==> config.mk <==
export PLATFORM = sky130hd
export DESIGN_NAME = mc_control
export DESIGN_NICKNAME = d
export VERILOG_FILES = /design/src/rtl/mc_ctrl_pkg.sv /design/src/rtl/mc_decode.sv /design/src/rtl/mc_control.sv
export SDC_FILE = /design/constraint.sdc
export NUM_CORES = 1
export LEC_CHECK = 0
export BUFFER_PORTS_ARGS = -buffer_cell sky130_fd_sc_hd__buf_2
export CORE_MARGIN = 4
export CORE_UTILIZATION = 35
export CTS_CLUSTER_SIZE = 30
export DETAILED_ROUTE_END_ITERATION = 10
export PLACE_DENSITY = 0.66
export SETUP_SLACK_MARGIN = 0.05
export SLEW_MARGIN = 25
export SYNTH_ARGS = -nofsm -noshare
export SYNTH_HDL_FRONTEND = slang
export SYNTH_HIERARCHICAL = 1
export SYNTH_SLANG_ARGS = --single-unit
==> constraint.sdc <==
create_clock -name clk -period 2.62 [get_ports clk]
set_input_delay 0.262 -clock clk [delete_from_list [all_inputs] [get_ports clk]]
set_output_delay 0.262 -clock clk [all_outputs]
set_load 0.03 [all_outputs]
==> src/rtl/mc_ctrl_pkg.sv <==
// Shared encodings for the multi-cycle RV32I/RV64I control unit:
// FSM states, opcodes and the datapath select codes.
package mc_ctrl_pkg;

    typedef enum logic [2:0] {
        StBoot,
        StFetch,
        StDecode,
        StExecute,
        StMem,
        StWriteback,
        StTrap
    } state_e;

    localparam logic [6:0] OpRType  = 7'b0110011;
    localparam logic [6:0] OpIType  = 7'b0010011;
    localparam logic [6:0] OpLoad   = 7'b0000011;
    localparam logic [6:0] OpStore  = 7'b0100011;
    localparam logic [6:0] OpBranch = 7'b1100011;
    localparam logic [6:0] OpJal    = 7'b1101111;
    localparam logic [6:0] OpJalr   = 7'b1100111;
    localparam logic [6:0] OpLui    = 7'b0110111;
    localparam logic [6:0] OpAuipc  = 7'b0010111;
    localparam logic [6:0] OpSystem = 7'b1110011;

    localparam logic [2:0] BrNone    = 3'b000;
    localparam logic [2:0] BrNonZero = 3'b001;
    localparam logic [2:0] BrZero    = 3'b010;
    localparam logic [2:0] BrJal     = 3'b011;
    localparam logic [2:0] BrJalr    = 3'b100;

    localparam logic [2:0] ImmI  = 3'b000;
    localparam logic [2:0] ImmS  = 3'b001;
    localparam logic [2:0] ImmU  = 3'b010;
    localparam logic [2:0] ImmJ  = 3'b011;
    localparam logic [2:0] ImmB  = 3'b100;
    localparam logic [2:0] ImmIu = 3'b101;

    localparam logic [1:0] RegInImm = 2'b00;
    localparam logic [1:0] RegInAlu = 2'b01;
    localparam logic [1:0] RegInPc4 = 2'b10;

    localparam logic [1:0] AluAdd    = 2'b00;
    localparam logic [1:0] AluBranch = 2'b01;
    localparam logic [1:0] AluFunct  = 2'b10;

    typedef struct packed {
        logic       alu_r;
        logic       alu_i;
        logic       load;
        logic       store;
        logic       branch;
        logic       jal;
        logic       jalr;
        logic       lui;
        logic       auipc;
        logic       system;
        logic       illegal;
        logic [2:0] br;
        logic [2:0] imm;
        logic [1:0] regin;
    } dec_t;

    // BNE/BLT/BLTU take the branch when the ALU result is non-zero.
    function automatic logic [2:0] branch_code(input logic [2:0] f3);
        return (f3[0] ^ f3[2]) ? BrNonZero : BrZero;
    endfunction

endpackage

==> src/rtl/mc_decode.sv <==
// Combinational opcode/funct3 decoder: instruction class flags, immediate,
// branch and writeback-source codes, store byte enables and the illegal flag.
module mc_decode
    import mc_ctrl_pkg::*;
#(
    parameter int unsigned XLEN    = 32,
    localparam int unsigned STRB_W = XLEN / 8
) (
    input  logic [31:0]       instr,
    output dec_t              dec,
    output logic [STRB_W-1:0] strb
);

    localparam logic [2:0] StoreMax = (XLEN == 64) ? 3'd3 : 3'd2;

    logic [6:0] opcode;
    logic [2:0] f3;
    logic [3:0] nbytes;
    logic       unused_bits;

    assign opcode      = instr[6:0];
    assign f3          = instr[14:12];
    assign unused_bits = ^{instr[31:15], instr[11:7]};

    always_comb begin
        dec    = '0;
        strb   = '0;
        nbytes = 4'd1 << f3[1:0];
        case (opcode)
            OpRType: begin
                dec.alu_r = 1'b1;
                dec.regin = RegInAlu;
            end
            OpIType: begin
                dec.alu_i = 1'b1;
                dec.imm   = ImmI;
                dec.regin = RegInAlu;
            end
            OpLoad: begin
                dec.load    = 1'b1;
                dec.imm     = f3[2] ? ImmIu : ImmI;
                dec.regin   = RegInAlu;
                dec.illegal = (f3 == 3'b111);
            end
            OpStore: begin
                dec.store   = 1'b1;
                dec.imm     = ImmS;
                dec.illegal = (f3 > StoreMax);
                // Unshifted enables; the datapath aligns them to the address.
                for (int i = 0; i < int'(STRB_W); i++) begin
                    strb[i] = (i < int'(nbytes));
                end
            end
            OpBranch: begin
                dec.branch  = 1'b1;
                dec.imm     = ImmB;
                dec.br      = branch_code(f3);
                dec.illegal = (f3[2:1] == 2'b01);
            end
            OpJal: begin
                dec.jal   = 1'b1;
                dec.imm   = ImmJ;
                dec.br    = BrJal;
                dec.regin = RegInPc4;
            end
            OpJalr: begin
                dec.jalr  = 1'b1;
                dec.imm   = ImmI;
                dec.br    = BrJalr;
                dec.regin = RegInPc4;
            end
            OpLui: begin
                dec.lui   = 1'b1;
                dec.imm   = ImmU;
                dec.regin = RegInImm;
            end
            OpAuipc: begin
                dec.auipc = 1'b1;
                dec.imm   = ImmU;
                dec.regin = RegInAlu;
            end
            OpSystem: dec.system = 1'b1;
            default:  dec.illegal = 1'b1;
        endcase
    end

endmodule

==> src/rtl/mc_control.sv <==
// Multi-cycle control FSM: sequences fetch/decode/execute/memory/writeback over
// a shared req/ack memory port, with a memory timeout and sticky trap causes.
module mc_control
    import mc_ctrl_pkg::*;
#(
    parameter int unsigned XLEN        = 32,
    parameter int unsigned MEM_TIMEOUT = 16,
    localparam int unsigned STRB_W     = XLEN / 8
) (
    input  logic              clk,
    input  logic              reset,
    input  logic [31:0]       instr,
    input  logic              mem_ack,
    output logic              mem_req,
    output logic              mem_we,
    output logic [STRB_W-1:0] mem_strb,
    output logic              ir_write,
    output logic              pc_write,
    output logic              pc_cond,
    output logic              regwrite,
    output logic              memtoreg,
    output logic [1:0]        alusrc,
    output logic [1:0]        aluop,
    output logic [2:0]        branch,
    output logic [1:0]        regin,
    output logic [2:0]        imm,
    output logic              illegal,
    output logic              bus_err,
    output logic              halted
);

    localparam int unsigned CntW = (MEM_TIMEOUT > 0) ? $clog2(MEM_TIMEOUT + 1) : 1;
    localparam logic [CntW-1:0] CntLast = CntW'(MEM_TIMEOUT - 1);

    state_e            state_q, state_d;
    logic [CntW-1:0]   cnt_q, cnt_d;
    logic              illegal_q, illegal_d;
    logic              bus_err_q, bus_err_d;
    logic              req_phase;
    logic              timeout;
    dec_t              dec;
    logic [STRB_W-1:0] dec_strb;

    mc_decode #(
        .XLEN(XLEN)
    ) u_decode (
        .instr(instr),
        .dec  (dec),
        .strb (dec_strb)
    );

    assign req_phase = (state_q == StFetch) || (state_q == StMem);
    // The count reaches MEM_TIMEOUT this cycle; an ack in the same cycle wins.
    assign timeout   = (MEM_TIMEOUT != 0) && req_phase && !mem_ack && (cnt_q == CntLast);

    always_ff @(posedge clk or posedge reset) begin
        if (reset) begin
            state_q   <= StBoot;
            cnt_q     <= '0;
            illegal_q <= 1'b0;
            bus_err_q <= 1'b0;
        end else begin
            state_q   <= state_d;
            cnt_q     <= cnt_d;
            illegal_q <= illegal_d;
            bus_err_q <= bus_err_d;
        end
    end

    always_comb begin
        state_d   = state_q;
        illegal_d = illegal_q;
        bus_err_d = bus_err_q;
        case (state_q)
            StBoot: state_d = StFetch;
            StFetch: begin
                if (mem_ack) begin
                    state_d = StDecode;
                end else if (timeout) begin
                    state_d   = StTrap;
                    bus_err_d = 1'b1;
                end
            end
            StDecode: begin
                if (dec.illegal) begin
                    state_d   = StTrap;
                    illegal_d = 1'b1;
                end else if (dec.system) begin
                    state_d = StTrap;
                end else begin
                    state_d = StExecute;
                end
            end
            StExecute: begin
                if (dec.load || dec.store) state_d = StMem;
                else if (dec.branch)       state_d = StFetch;
                else                       state_d = StWriteback;
            end
            StMem: begin
                if (mem_ack) begin
                    state_d = dec.load ? StWriteback : StFetch;
                end else if (timeout) begin
                    state_d   = StTrap;
                    bus_err_d = 1'b1;
                end
            end
            StWriteback: state_d = StFetch;
            StTrap:      state_d = StTrap;
            default:     state_d = StBoot;
        endcase

        if ((state_d != state_q) || mem_ack || !req_phase) cnt_d = '0;
        else                                                 cnt_d = cnt_q + 1'b1;
    end

    always_comb begin
        mem_req  = 1'b0;
        mem_we   = 1'b0;
        mem_strb = '0;
        ir_write = 1'b0;
        pc_write = 1'b0;
        pc_cond  = 1'b0;
        regwrite = 1'b0;
        memtoreg = 1'b0;
        alusrc   = 2'b00;
        aluop    = AluAdd;
        branch   = BrNone;
        regin    = RegInImm;
        imm      = ImmI;
        halted   = 1'b0;
        case (state_q)
            StFetch: begin
                mem_req  = 1'b1;
                ir_write = mem_ack;
                pc_write = mem_ack;
            end
            StExecute: begin
                alusrc   = {dec.auipc | dec.jal, dec.alu_i | dec.load | dec.store | dec.jalr};
                if (dec.alu_r || dec.alu_i) aluop = AluFunct;
                else if (dec.branch)        aluop = AluBranch;
                pc_cond  = dec.branch;
                pc_write = dec.jal | dec.jalr;
                branch   = dec.br;
                regin    = dec.regin;
                imm      = dec.imm;
            end
            StMem: begin
                mem_req = 1'b1;
                mem_we  = dec.store;
                if (dec.store) mem_strb = dec_strb;
            end
            StWriteback: begin
                regwrite = 1'b1;
                memtoreg = dec.load;
                regin    = dec.regin;
            end
            StTrap:  halted = 1'b1;
            default: ;
        endcase
    end

    assign illegal = illegal_q;
    assign bus_err = bus_err_q;

endmodule

==> flow_summary.toml, run 1 <==
[outcome]
status = "finished, final reports clean"

[power]
power_uw = 726
leakagePower_uw = 0.000673
power_per_cell_area_nw_per_um2 = 573
vdd_drop_max_mv = 0.261

[hold_path]
min_from = "mem_ack"
min_path_type = "primary input to flip-flop"
min_to = "state_q[2]"
whs_path_depth = 3

[detailed_routing]
drc = 0
dr_total_vias = 1050
drt_wl_total_um = 2500
dr.pass1.iters = 4
dr.first_iter.drc_count = 39
drtAntennaViolNets = 0
vias_per_cell = 5.25
avgRoutedWirePerCell_um = 12.5

[global_route]
grt_pass1_wl_um = 4250
grt_max_degree = 18
grt_overflow_total = 0
grt_usage_pct = 12.6
antenna_found_initial = 0
grt_pass1_vias = 989

[timing]
hold_violations = 0
rsz0062_at_grt = "false"
fmax_mhz = 484
timing.final.ws_setup_ns = 0.553
max_slew_margin_pct = 68.4
period_share_pct = 78.9
fin_tns_setup_ns = 0
worst_pin_slew_ns = 0.475
slew_viol_final = 0
finClkSkew_ns = 0.00359
fin_crit_ns = 2.07
setup_violations = 0

[yosys]
synth_nets = 172
yosys_warnings = 6
syn_area_um2 = 1060
syn_area_per_cell_um2 = 7.83
synth_cells = 135

[finish]
syn_to_final_growth_pct = 19.9
layout-drive-gt1-share_pct = 31.4
final_net_count = 208
diodes = 0

[placement]
pre_cts_ws_ns = 0.577
hpwl_um = 2020
place_congestion = 0.873
portBuffers = 38

[clocking]
cts_root_buf = "clkbuf_4"
cts_max_path_buffers = 2
clock_latency_ns = 0.25
htreeDepth = 1
cts_buffers = 3
cts_tree = "built"
cts.clk_slew.worst_paths_ns = 0.06
cts_setup_buffers = 0
cts.sinks = 10

[critical_path]
cp-start-kind = "flip-flop"
reg2reg_depth = 6
worstPathArrival_ns = 1.81
reg2reg_from = "cnt_q[0]"
endpoint_kind = "output pin"
path_class = "flip-flop to output pin"
rr_endpoint = "state_q[0]"
ff2ff_setup_slack_ns = 1.00
crit_path_max_fanout = 14
cp.required_ns = 2.36

[floorplanning]
initial_core_util_pct = 37.4
fp.dieW_um = 63.0
io_pins = 61
die_y_um = 63.0
rows = 19
core-area_um2 = 2830
fp.dieArea_um2 = 3960

[job]
drv_cap = 0
## through the flow
step | utilization, % | hold WS (ns) | instances | area, µm²
4_1_cts | 44.8 | 0.384 | 200 | 1270
5_1_grt | 44.8 | 0.417 | 200 | 1270
2_1_floorplan | - | 0.102 | 135 | 1060
6_report | 44.8 | 0.395 | 200 | 1270
3_3_place_gp | 43.7 | 0.251 | 196 | 1230
3_5_place_dp | 43.7 | 0.260 | 196 | 1230
## sequential cells by signal, indices dropped and copies added, names as in the netlist
register  flops
bus_err       1
cnt_q         5
illegal       1
state_q       3
## repair_timing
item                                    in CTS  in global routing
endpoints found under the setup margin       0                  0
hold buffers                                 1                  0
resized for setup                            0                  0
endpoints found under the hold margin       10                  0
## power breakdown
| part | total (µW) | internal [µW] | switching (µW) |
|---|---|---|---|
| sequential | 275 | 186 | 89.4 |
| clock | 97.9 | 52.7 | 45.2 |
| combinational | 353 | 142 | 211 |
| total | 726 | 381 | 346 |
## area by class of cell
class / count / area, µm²
Clock buffer: 3 / 22.5
Fill cell: 296 / 1560
Inverter: 11 / 41.3
Multi-Input combinational cell: 106 / 714
Sequential cell: 10 / 250
Tap cell: 31 / 38.8
Timing Repair Buffer: 39 / 200
## worst max-delay path by stage
stage	from	to	slack (ns)	depth (start not counted)
finish	state_q[2]	regin[0]	0.55	4
global route	instr[3]	mem_strb[0]	0.43	8
CTS	state_q[2]	regin[0]	0.57	4
detailed placement	instr[3]	mem_strb[3]	0.58	8
global placement	instr[3]	mem_strb[3]	0.64	8
floorplan	instr[3]	mem_strb[0]	0.56	6
## metal layers
metal | part of all wire, % | GRT usage (%) | wire length, µm
met5 | 0 | 0 | 0
met4 | 0 | 2.48 | 0
met3 | 4.0 | 2.88 | 101
met2 | 51 | 22.5 | 1290
met1 | 44 | 15.2 | 1110
## worst max-delay path: stages (launching register included)
cell,delay (ns)
dfrtp_1,0.61
and3b_1,0.32
or2_1,0.28
and2_1,0.17
buf_2,0.17
## cells in the final DEF (no fill, tap or decap), types with 3 or more instances in the layout
| master | count |
|---|---|
| and3_1 | 4 |
| clkbuf_4 | 3 |
| dfrtp_1 | 10 |
| nand2_1 | 7 |
| buf_2 | 38 |
| nor2_1 | 19 |
| nand3_1 | 6 |
| nand2b_1 | 3 |
| o21ai_0 | 6 |
| inv_1 | 10 |
| a21oi_1 | 5 |
| and2_1 | 16 |
(Power assumes the default switching activity.)
==> inputs of run 2 (changes only) <==
ABC_AREA = 1   (was not set)
clock period = 2 ns   (was 2.62 ns; I/O delays follow)
==> flow_summary.toml, run 2 <==
[yosys]
synth_nets = 227
syn_area_per_cell_um2 = 5.69
syn_area_um2 = 1080
yosys_warnings = 6
synth_cells = 190

[clocking]
cts_max_path_buffers = 2
cts_buffers = 3
htreeDepth = 1
clock_latency_ns = 0.27
cts_tree = "built"
cts.sinks = 10
cts_setup_buffers = 0
cts.clk_slew.worst_paths_ns = 0.07
cts_root_buf = "clkbuf_4"

[critical_path]
crit_path_max_fanout = 5
cp.required_ns = 2.20
ff2ff_setup_slack_ns = 0.14
slowest_delay_ns = 0.41
rr_endpoint = "cnt_q[2]"
cp-start-kind = "flip-flop"
reg2reg_from = "cnt_q[0]"
reg2reg_depth = 9
endpoint_kind = "flip-flop"
path_class = "flip-flop to flip-flop"
cp_slowest_cell = "dfrtp_1"
cp_cell_sequence = "ha_1 > and3_1 > ha_1 > or2_2 > nand3_1 > nand2_1 > nand2_1 > nand3_4 > nor2_1"
worstPathArrival_ns = 2.06

[global_route]
grt_pass1_wl_um = 4580
grt_pass1_vias = 1071
antenna_found_initial = 0
grt_usage_pct = 13.6
grt_overflow_total = 0
grt_max_degree = 11

[finish]
final_net_count = 269
layout-drive-gt1-share_pct = 29.4
largest_register_ffs = 5
final_common_cell = "nor2_1"
top_regs = "cnt_q: 5 flops, state_q: 3 flops"
regMostFlops = "cnt_q"
diodes = 0
layout_common_cells = "nor2_1 (48), nand2_1 (38), buf_2 (38)"
syn_to_final_growth_pct = 26.3

[placement]
place_congestion = 0.861
portBuffers = 38
hpwl_um = 2180

[power]
leakagePower_uw = 0.000817
power_per_cell_area_nw_per_um2 = 732
power_uw = 999
vdd_drop_max_mv = 0.530

[floorplanning]
die_y_um = 63.6
io_pins = 61
initial_core_util_pct = 37.9
rows = 19
fp.dieArea_um2 = 4040
fp.dieW_um = 63.6
core-area_um2 = 2850

[timing]
finClkSkew_ns = 0.000382
worst_pin_slew_ns = 0.381
period_share_pct = 93.2
fin_tns_setup_ns = 0
setup_violations = 0
fmax_mhz = 536
slew_viol_final = 0
hold_violations = 0
fin_crit_ns = 1.86
max_slew_margin_pct = 74.3
rsz0062_at_grt = "true"
whs_ns = 0.291

[detailed_routing]
drt_wl_total_um = 2640
drc = 0
vias_per_cell = 4.51
dr.pass1.iters = 4
dr.first_iter.drc_count = 49
dr_total_vias = 1182
avgRoutedWirePerCell_um = 10.1
drtAntennaViolNets = 0

[outcome]
status = "finished, final reports clean"

[hold_path]
min_path_type = "primary input to flip-flop"
whs_path_depth = 3
min_to = "state_q[0]"
min_from = "mem_ack"

[job]
drv_cap = 0
run 2: cell types whose count changed in the layout (fill, tap and decap cells not counted), moves of 6 or more:
cell / change
nand2_1: +31
nor2_1: +29
inv_1: +25
and2_1: -16
nand3_1: +8
nand2_2: +6
run 2: area by class of cell:
class                           count  area [µm²]
Clock buffer                        4        36.3
Tap cell                           31        38.8
Inverter                           40         150
Fill cell                         320        1490
Multi-Input combinational cell    138         689
Sequential cell                    10         250
Timing Repair Buffer               39         200
run 2: stage by stage:
step	util [%]	worst slack (ns)	instances	area, µm²
6_report	47.9	0.135	262	1370
5_1_grt	47.9	0.0410	262	1370
4_1_cts	47.4	0.106	262	1350
3_5_place_dp	45.8	0.157	257	1310
3_3_place_gp	45.8	0.177	257	1310
2_1_floorplan	-	0.284	190	1090
run 2: worst max-delay path, delay by kind of cell (launching register included):
family,cells,cell delay (ns)
simple gates,7,0.96
flops,1,0.41
fa+ha+maj,2,0.44
run 2: timing repair:
action | 4_1_cts | 5_1_grt
resized for setup | 0 | 3
hold endpoints to repair | 10 | 0
hold buffers | 1 | 0
endpoints found under the setup margin | 0 | 4
run 2: per-layer routing:
layer,up-vias,share of wire [%],routed length (µm),track usage (%)
met3,2,4.8,126,3.20
met2,28,43,1130,21.9
met1,491,52,1370,18.6
met5,-,0,0,0
li1,661,-,-,-
met4,0,0.68,18,2.70
run 2: worst max path at each step:
stage,depth (start not counted),to,startpoint
floorplan,5,regin[0],state_q[2]
global placement,18,cnt_q[0],instr[4]
detailed placement,9,cnt_q[0],cnt_q[0]
CTS,5,aluop[0],state_q[1]
global route,9,cnt_q[1],cnt_q[0]
finish,9,cnt_q[2],cnt_q[0]
run 2: power breakdown:
| part | total [µW] | switching (µW) | internal, µW |
|---|---|---|---|
| combinational | 513 | 362 | 152 |
| clock | 183 | 72.7 | 111 |
| sequential | 302 | 59.7 | 243 |
